--- config.mk ---
export PLATFORM = sky130hd
export DESIGN_NAME = serial_loader
export DESIGN_NICKNAME = d
export VERILOG_FILES = /design/src/rtl/serial_loader_pkg.sv /design/src/rtl/serial_loader_bit_counter.sv /design/src/rtl/serial_loader.sv
export SDC_FILE = /design/constraint.sdc
export NUM_CORES = 1
export LEC_CHECK = 0
export CORE_ASPECT_RATIO = 1.4
export CORE_MARGIN = 2
export CORE_UTILIZATION = 52
export DETAILED_ROUTE_END_ITERATION = 16
export DONT_BUFFER_PORTS = 1
export PLACE_DENSITY_LB_ADDON = 0.2
export SYNTH_ARGS = -nofsm -noshare
export SYNTH_HDL_FRONTEND = slang
export SYNTH_SLANG_ARGS = --single-unit
--- constraint.sdc ---
create_clock -name clock -period 3.1 [get_ports clock]
set_input_delay 0.62 -clock clock [delete_from_list [all_inputs] [get_ports clock]]
set_output_delay 0.62 -clock clock [all_outputs]
set_load 0.02 [all_outputs]
--- src/rtl/serial_loader_pkg.sv ---
// serial_loader_pkg
//   Shared definitions for the serial loader: FSM state encoding, default
//   parameter values and the width of the shared bit/gap counter.
package serial_loader_pkg;

  typedef enum logic [1:0] {
    IDLE  = 2'd0,
    SHIFT = 2'd1,
    GAP   = 2'd2
  } state_t;

  localparam int DEF_WIDTH      = 8;
  localparam int DEF_LSB_FIRST  = 1;
  localparam int DEF_GAP_CYCLES = 1;

  // Wide enough for WIDTH-1 up to 31 and GAP_CYCLES-1 up to 14.
  localparam int CNT_W = 5;

endpackage

--- src/rtl/serial_loader_bit_counter.sv ---
// bit_counter
//   Loadable up-counter with a terminal-count flag. The counter stops at the
//   terminal value (no wrap); a load takes priority over counting.
// Ports:
//   clock, reset  rising-edge clock, asynchronous active-high reset
//   load          load count with load_value this cycle
//   load_value    value loaded on load
//   enable        count up by one (ignored while tc is high)
//   terminal      value at which tc asserts and counting stops
//   count         current count
//   tc            count == terminal
module bit_counter
  import serial_loader_pkg::*;
#(
  parameter int W = CNT_W
) (
  input  logic         clock,
  input  logic         reset,
  input  logic         load,
  input  logic [W-1:0] load_value,
  input  logic         enable,
  input  logic [W-1:0] terminal,
  output logic [W-1:0] count,
  output logic         tc
);

  assign tc = (count == terminal);

  always_ff @(posedge clock or posedge reset) begin
    if (reset) begin
      count <= '0;
    end else if (load) begin
      count <= load_value;
    end else if (enable && !tc) begin
      count <= count + W'(1);
    end
  end

endmodule

--- src/rtl/serial_loader.sv ---
// serial_loader
//   Parallel-to-serial converter. A word accepted in IDLE is captured and
//   shifted out one bit per cycle over WIDTH cycles (SHIFT), followed by
//   GAP_CYCLES idle cycles (GAP), then the block returns to IDLE.
//
//   Handshake: a word is accepted on a rising edge where load_valid and
//   load_ready are both high. load_ready depends only on the state (high in
//   IDLE); load_valid while busy is ignored. The first bit appears in the
//   cycle right after the accepting edge.
//
// Ports:
//   clock, reset  rising-edge clock, asynchronous active-high reset
//   data_in       parallel word to serialize
//   load_valid    data_in valid this cycle
//   load_ready    block can accept a word this cycle
//   shift_out     serial bit (0 whenever bit_valid is 0), registered
//   bit_valid     shift_out carries a data bit, registered
//   frame_start   first bit of a word, registered
//   word_done     last bit of a word, registered
//   busy          state is not IDLE
//   state_dbg     current FSM state encoding (debug)
module serial_loader
  import serial_loader_pkg::*;
#(
  parameter int WIDTH      = DEF_WIDTH,
  parameter int LSB_FIRST  = DEF_LSB_FIRST,
  parameter int GAP_CYCLES = DEF_GAP_CYCLES
) (
  input  logic             clock,
  input  logic             reset,
  input  logic [WIDTH-1:0] data_in,
  input  logic             load_valid,
  output logic             load_ready,
  output logic             shift_out,
  output logic             bit_valid,
  output logic             frame_start,
  output logic             word_done,
  output logic             busy,
  output logic [1:0]       state_dbg
);

  localparam logic [CNT_W-1:0] SHIFT_LAST = CNT_W'(WIDTH - 1);
  // Count value during the second-to-last bit; word_done is registered there.
  localparam logic [CNT_W-1:0] SHIFT_PREV = CNT_W'(WIDTH - 2);
  localparam logic [CNT_W-1:0] GAP_LAST   =
    (GAP_CYCLES > 0) ? CNT_W'(GAP_CYCLES - 1) : '0;

  state_t           state, state_next;
  logic             accept;
  logic             cnt_load;
  logic             cnt_en;
  logic [CNT_W-1:0] cnt_terminal;
  logic [CNT_W-1:0] count;
  logic             cnt_tc;
  logic [WIDTH-1:0] shreg;
  logic [WIDTH-1:0] shreg_next;

  // Bit that goes out first from a given register image.
  function automatic logic first_bit(input logic [WIDTH-1:0] w);
    return (LSB_FIRST != 0) ? w[0] : w[WIDTH-1];
  endfunction

  assign load_ready = (state == IDLE);
  assign busy       = (state != IDLE);
  assign state_dbg  = state;
  assign shreg_next = (LSB_FIRST != 0) ? (shreg >> 1) : (shreg << 1);

  // One counter serves both phases; it is reloaded to 0 on every phase entry.
  bit_counter #(.W(CNT_W)) u_bit_counter (
    .clock      (clock),
    .reset      (reset),
    .load       (cnt_load),
    .load_value ('0),
    .enable     (cnt_en),
    .terminal   (cnt_terminal),
    .count      (count),
    .tc         (cnt_tc)
  );

  always_ff @(posedge clock or posedge reset) begin
    if (reset) begin
      state <= IDLE;
    end else begin
      state <= state_next;
    end
  end

  always_comb begin
    state_next   = state;
    accept       = 1'b0;
    cnt_load     = 1'b0;
    cnt_en       = 1'b0;
    cnt_terminal = SHIFT_LAST;
    case (state)
      IDLE: begin
        if (load_valid) begin
          accept     = 1'b1;
          cnt_load   = 1'b1;
          state_next = SHIFT;
        end
      end
      SHIFT: begin
        cnt_en = 1'b1;
        if (cnt_tc) begin
          cnt_load   = 1'b1;
          state_next = (GAP_CYCLES > 0) ? GAP : IDLE;
        end
      end
      GAP: begin
        cnt_terminal = GAP_LAST;
        cnt_en       = 1'b1;
        if (cnt_tc) begin
          cnt_load   = 1'b1;
          state_next = IDLE;
        end
      end
      default: state_next = IDLE;
    endcase
  end

  // Output bits are computed from the next register image so that every
  // serial output comes straight from a flop.
  always_ff @(posedge clock or posedge reset) begin
    if (reset) begin
      shreg       <= '0;
      shift_out   <= 1'b0;
      bit_valid   <= 1'b0;
      frame_start <= 1'b0;
      word_done   <= 1'b0;
    end else begin
      frame_start <= accept;
      if (accept) begin
        shreg     <= data_in;
        shift_out <= first_bit(data_in);
        bit_valid <= 1'b1;
        word_done <= 1'b0;
      end else if (state == SHIFT && !cnt_tc) begin
        shreg     <= shreg_next;
        shift_out <= first_bit(shreg_next);
        bit_valid <= 1'b1;
        word_done <= (count == SHIFT_PREV);
      end else begin
        shift_out <= 1'b0;
        bit_valid <= 1'b0;
        word_done <= 1'b0;
      end
    end
  end

endmodule

==> reports/results.ini, run 1 <==
[cells_and_area]
ff_latch_area_um2=450
fin_nets=121
multi_input_area_um2=450
final_cell_mix=dfrtp_1, a21oi_1, nor2_1
area_growth_pct=4.32
fill_cells=160
final_common_cell=dfrtp_1
layout-drive-gt1-share_pct=8.91
antenna_cells=0
final_cells=121
final_util_pct=56.7

[pwr]
p_leak_uw=0.000455
powerDensity_mw_per_mm2=1100
peakVddDrop_mv=0.542

[clock_network]
cts-htree-levels=1
postCtsSetupRepairBufs=0
cts.path.max_buffers=2
cts.reportedPaths.clkPinSlew_ns=0.11
root_buffer=clkbuf_4
cts.hold.buffers_added=0
tritoncts=done
postCtsResizedCells=0
clk_latency_ns=0.30
clock_sinks=18
cts_buffers=3

[placed_design]
post-place-ws_ns=1.00
dp_cells=117
numPortBuffers=0
place_congestion=0.824
dpl.hpwl_um=1350

[sta]
final-hold-violation-count=0
rsz0062_at_grt=false
setup_viol=0
skew_ns=0.00612
final.setup.tns_ns=0
fin_crit_ns=2.16
slew_headroom_pct=53.7
max_freq_mhz=463
drv_slew=0
fin_crit_sh_pct=69.6
worst_pin_slew_ns=0.693
setup_ws_ns=0.941
hold_slack_ns=0.303

[die]
fp.dieArea_mm2=0.00220
ioPinCount=19
num_rows=18
die_x_um=40.2
coreArea_mm2=0.00176
die_y_um=54.7
start_util_pct=54.3

[global_routing]
grt_max_degree=19
grt_pass1_vias=649
grt-ovfl-total=0
grt_usage_pct=19.5
antenna_found_initial=0
grt_pass1_wl_um=2820

[detailed_routing]
drc=0
wl_um=1860
firstDrtPassIters=4
vias=732
drtIter0Drc=13
drtAntennaViolNets=0
wl_per_cell_um=15.4
routed_via_density=6.05

[job]
max_cap_violations=0

[synthesis]
synth_top_cell_by_area=dfrtp_1
synthTopCellsByArea=dfrtp_1, ha_1, a21oi_1
syn_inst=101
synth_nets=120
synth_top_area_share_pct=47.2
yosysSeqAreaShare_pct=47.2
synth.distinct_cells=25
yosysWarningCount=0
ys_ff_latch=18
syn_area_per_cell_um2=9.45
syn_area_um2=955

[worst_setup_path]
regToRegEndpoint=word_done$_DFF_PP0_
cpMaxStageDelayCell=dfrtp_1
timing.rr.start=state_dbg[0]$_DFFE_PP0P_
cp_common_cell=inv_1
r2r_slack_ns=0.99
crit_path_end_kind=primary output
criticalPathCategory=register to primary output
path_cells=inv_1, ha_1, inv_1
worstPathMaxFanout=6
arrival_ns=1.54
worst_setup_path_start_kind=register
cp_slowest_stage_delay_ns=0.56
rr_worst_depth=7
cp.required_ns=2.48

[worst_hold_path]
min_path_type=input port to asynchronous set/reset pin

[status]
status=completed

[routing by layer]
metal / GRT usage (%) / up-vias / share of wire, %
li1: - / 357 / -
met1: 21.6 / 350 / 42
met2: 33.1 / 20 / 51
met3: 2.85 / 5 / 4.4
met4: 13.3 / 0 / 2.8
met5: 0 / - / 0
[worst max-delay path: cells and delay by family, from the launching register on]
kind | cells | cell delay [ns]
flip-flops | 1 | 0.56
adder cells (fa/ha/maj) | 1 | 0.33
buffers and inverters | 2 | 0.35
[worst max path at each step]
stage	to	startpoint	slack (ns)	cells after the start
2_1_floorplan	u_bit_counter.count[2]$_DFFE_PP0P_	state_dbg[0]$_DFFE_PP0P_	1.22	7
6_report	busy	state_dbg[0]$_DFFE_PP0P_	0.94	3
4_1_cts	busy	state_dbg[0]$_DFFE_PP0P_	0.93	3
5_1_grt	shreg[3]$_DFFE_PP0P_	state_dbg[0]$_DFFE_PP0P_	0.83	7
3_3_place_gp	state_dbg[0]$_DFFE_PP0P_	state_dbg[0]$_DFFE_PP0P_	1.04	6
3_5_place_dp	word_done$_DFF_PP0_	state_dbg[0]$_DFFE_PP0P_	1.00	7
[where the power goes]
part | internal [uW] | total (uW) | switching [uW]
clock network | 71.7 | 146 | 74.7
registers | 340 | 470 | 129
logic | 189 | 482 | 293
[cells in the mapped netlist]
cell type / instances
inv_1: 7
o21a_2: 1
dfrtp_1: 18
mux2_2: 2
a211oi_1: 1
o211ai_1: 1
a31oi_1: 6
o2bb2ai_1: 1
nand3_1: 1
nor2_1: 11
nor3_1: 2
nand4_1: 1
clkbuf_1: 3
buf_6: 1
nand2_1: 8
ha_1: 8
o22ai_1: 1
buf_2: 1
a21oi_1: 12
and4b_1: 1
xor2_1: 1
nor4b_2: 1
a311oi_1: 1
or3_1: 1
o21ai_0: 10
[cell families after synthesis]
family | Yosys count | share of synthesized area, %
AOI/OAI and AO/OA | 34 | 20.4
and+or+nand+nor | 26 | 13.0
DFF | 18 | 47.2
buffers and inverters | 12 | 5.64
adders and majority gates | 8 | 10.5
muxes | 2 | 2.36
xor gates and xnor gates | 1 | 0.918
[through the flow]
stage	power [uW]	area, um^2
CTS	1110	996
detailed placement	960	960
global placement	946	960
global route	1190	996
floorplan	854	955
finish	1100	996
[final cells by class]
cell class / instances / area share, %
repair buffers: 1 / 0.754
clock buffers: 4 / 3.64
well taps: 20 / 2.51
multi-input cells: 71 / 45.2
flip-flops and latches: 18 / 45.2
inverters: 7 / 2.64
[sequential cells by signal, indices dropped and copies added (netlist names)]
name,cells
bit_valid,1
state_dbg,2
shreg,7
frame_start,1
word_done,1
u_bit_counter.count,5
shift_out,1
No activity file was read; power rests on OpenSTA's default activity.
==> inputs of run 2 (changes only) <==
Clock period 3.1 ns to 2.1 ns, I/O delays scaled along.
==> reports/results.ini, run 2 (same netlist as run 1, synthesis figures left out) <==
[status]
status=completed

[cells_and_area]
final_cell_mix=dfrtp_1, a21oi_1, nor2_1
fill_cells=167
antenna_cells=0
layout-drive-gt1-share_pct=12.4
regMostFlops=shreg
area_growth_pct=7.47
final_common_cell=dfrtp_1
fin_nets=125
largest_reg_flops=7

[die]
die_y_um=54.7
num_rows=18
fp.dieArea_mm2=0.00220
die_x_um=40.2
ioPinCount=19
coreArea_mm2=0.00176
start_util_pct=54.3

[worst_setup_path]
timing.rr.start=state_dbg[1]$_DFFE_PP0P_
worstSetupEndpoint=busy
r2r_slack_ns=0.13
rr_worst_depth=5
startpoint=state_dbg[1]$_DFFE_PP0P_
cp.required_ns=1.68
arrival_ns=1.57
regToRegEndpoint=state_dbg[1]$_DFFE_PP0P_
crit_path_end_kind=primary output
criticalPathCategory=register to primary output
worst_setup_path_start_kind=register
worstPathMaxFanout=5

[detailed_routing]
drtAntennaViolNets=0
drtIter0Drc=14
drc=0
wl_um=1780
wl_per_cell_um=14.2
vias=757
firstDrtPassIters=4
routed_via_density=6.06

[clock_network]
cts.reportedPaths.clkPinSlew_ns=0.10
clk_latency_ns=0.30
cts-htree-levels=1
tritoncts=done
postCtsSetupRepairBufs=0
cts_buffers=3
postCtsResizedCells=0
root_buffer=clkbuf_4
cts.path.max_buffers=2
cts.hold.buffers_added=0
clock_sinks=18

[sta]
worst_pin_slew_ns=0.678
max_freq_mhz=503
final-hold-violation-count=0
fin_crit_sh_pct=94.7
slew_headroom_pct=54.8
skew_ns=0.00352
fin_crit_ns=1.99
rsz0062_at_grt=false
final.setup.tns_ns=0
setup_viol=0
drv_slew=0

[global_routing]
met1_usage_pct=21.3
grt_max_degree=19
grt_pass1_wl_um=2840
grt.met3_usage_pct=2.85
grt_usage_pct=19.5
antenna_found_initial=0
grt_util_met2_pct=34.1
top_usage_layer=met2
grt_pass1_vias=668
grt-ovfl-total=0

[placed_design]
place_congestion=0.788
dpl.hpwl_um=1360
numPortBuffers=0

[pwr]
power_uw=1670
powerDensity_mw_per_mm2=1620
p_leak_uw=0.000473
peakVddDrop_mv=0.956

[worst_hold_path]
min_path_type=input port to asynchronous set/reset pin

[job]
max_cap_violations=0

-- run 2: cell types whose count changed in the layout (fill, tap and decap cells not counted), sizes merged --
cell / previous run / this run
buf: 1 / 5
-- run 2: through the flow --
stage               util (%)  cell area [um^2]  std cells  worst slack [ns]  hold slack, ns
detailed placement      56.3               990        121             0.163           0.456
global placement        56.3               990        121             0.215           0.449
CTS                     58.4              1030        125             0.100           0.120
global route            58.4              1030        125            0.0312           0.150
finish                  58.4              1030        125             0.110          0.0971
floorplan                  -               955        101             0.219           0.359
-- run 2: layout make-up --
class,instances,area [um^2],share of cell area [%]
Inverter,7,26.3,2.56
Tap cell,20,25.0,2.44
Clock buffer,4,36.3,3.54
Multi-Input combinational cell,71,450,43.9
Sequential cell,18,450,43.9
Timing Repair Buffer,5,37.5,3.66
-- run 2: critical path, cell delays in order (launching register included) --
cell and delay (ns):
dfrtp_1 0.50, inv_1 0.17, ha_1 0.33, inv_1 0.10
buf_4 0.17
-- run 2: worst min-delay path by stage --
stage          slack (ns)  depth (start not counted)                                  to
4_1_cts              0.12                          1  u_bit_counter.count[0]$_DFFE_PP0P_
2_1_floorplan        0.36                          1                 bit_valid$_DFF_PP0_
6_report              0.1                          1                shreg[3]$_DFFE_PP0P_
3_5_place_dp         0.46                          1  u_bit_counter.count[4]$_DFFE_PP0P_
3_3_place_gp         0.45                          1  u_bit_counter.count[4]$_DFFE_PP0P_
5_1_grt              0.15                          1                 word_done$_DFF_PP0_
-- run 2: where the power goes --
group | switching (uW) | total (uW) | internal [uW]
combinational | 470 | 792 | 322
clock | 111 | 216 | 106
sequential | 156 | 658 | 502
total | 736 | 1670 | 930
-- run 2: layer usage --
metal	routed length [um]	up-vias
li1	-	362
met5	0	-
met2	939	19
met4	44	0
met1	714	371
met3	77	5
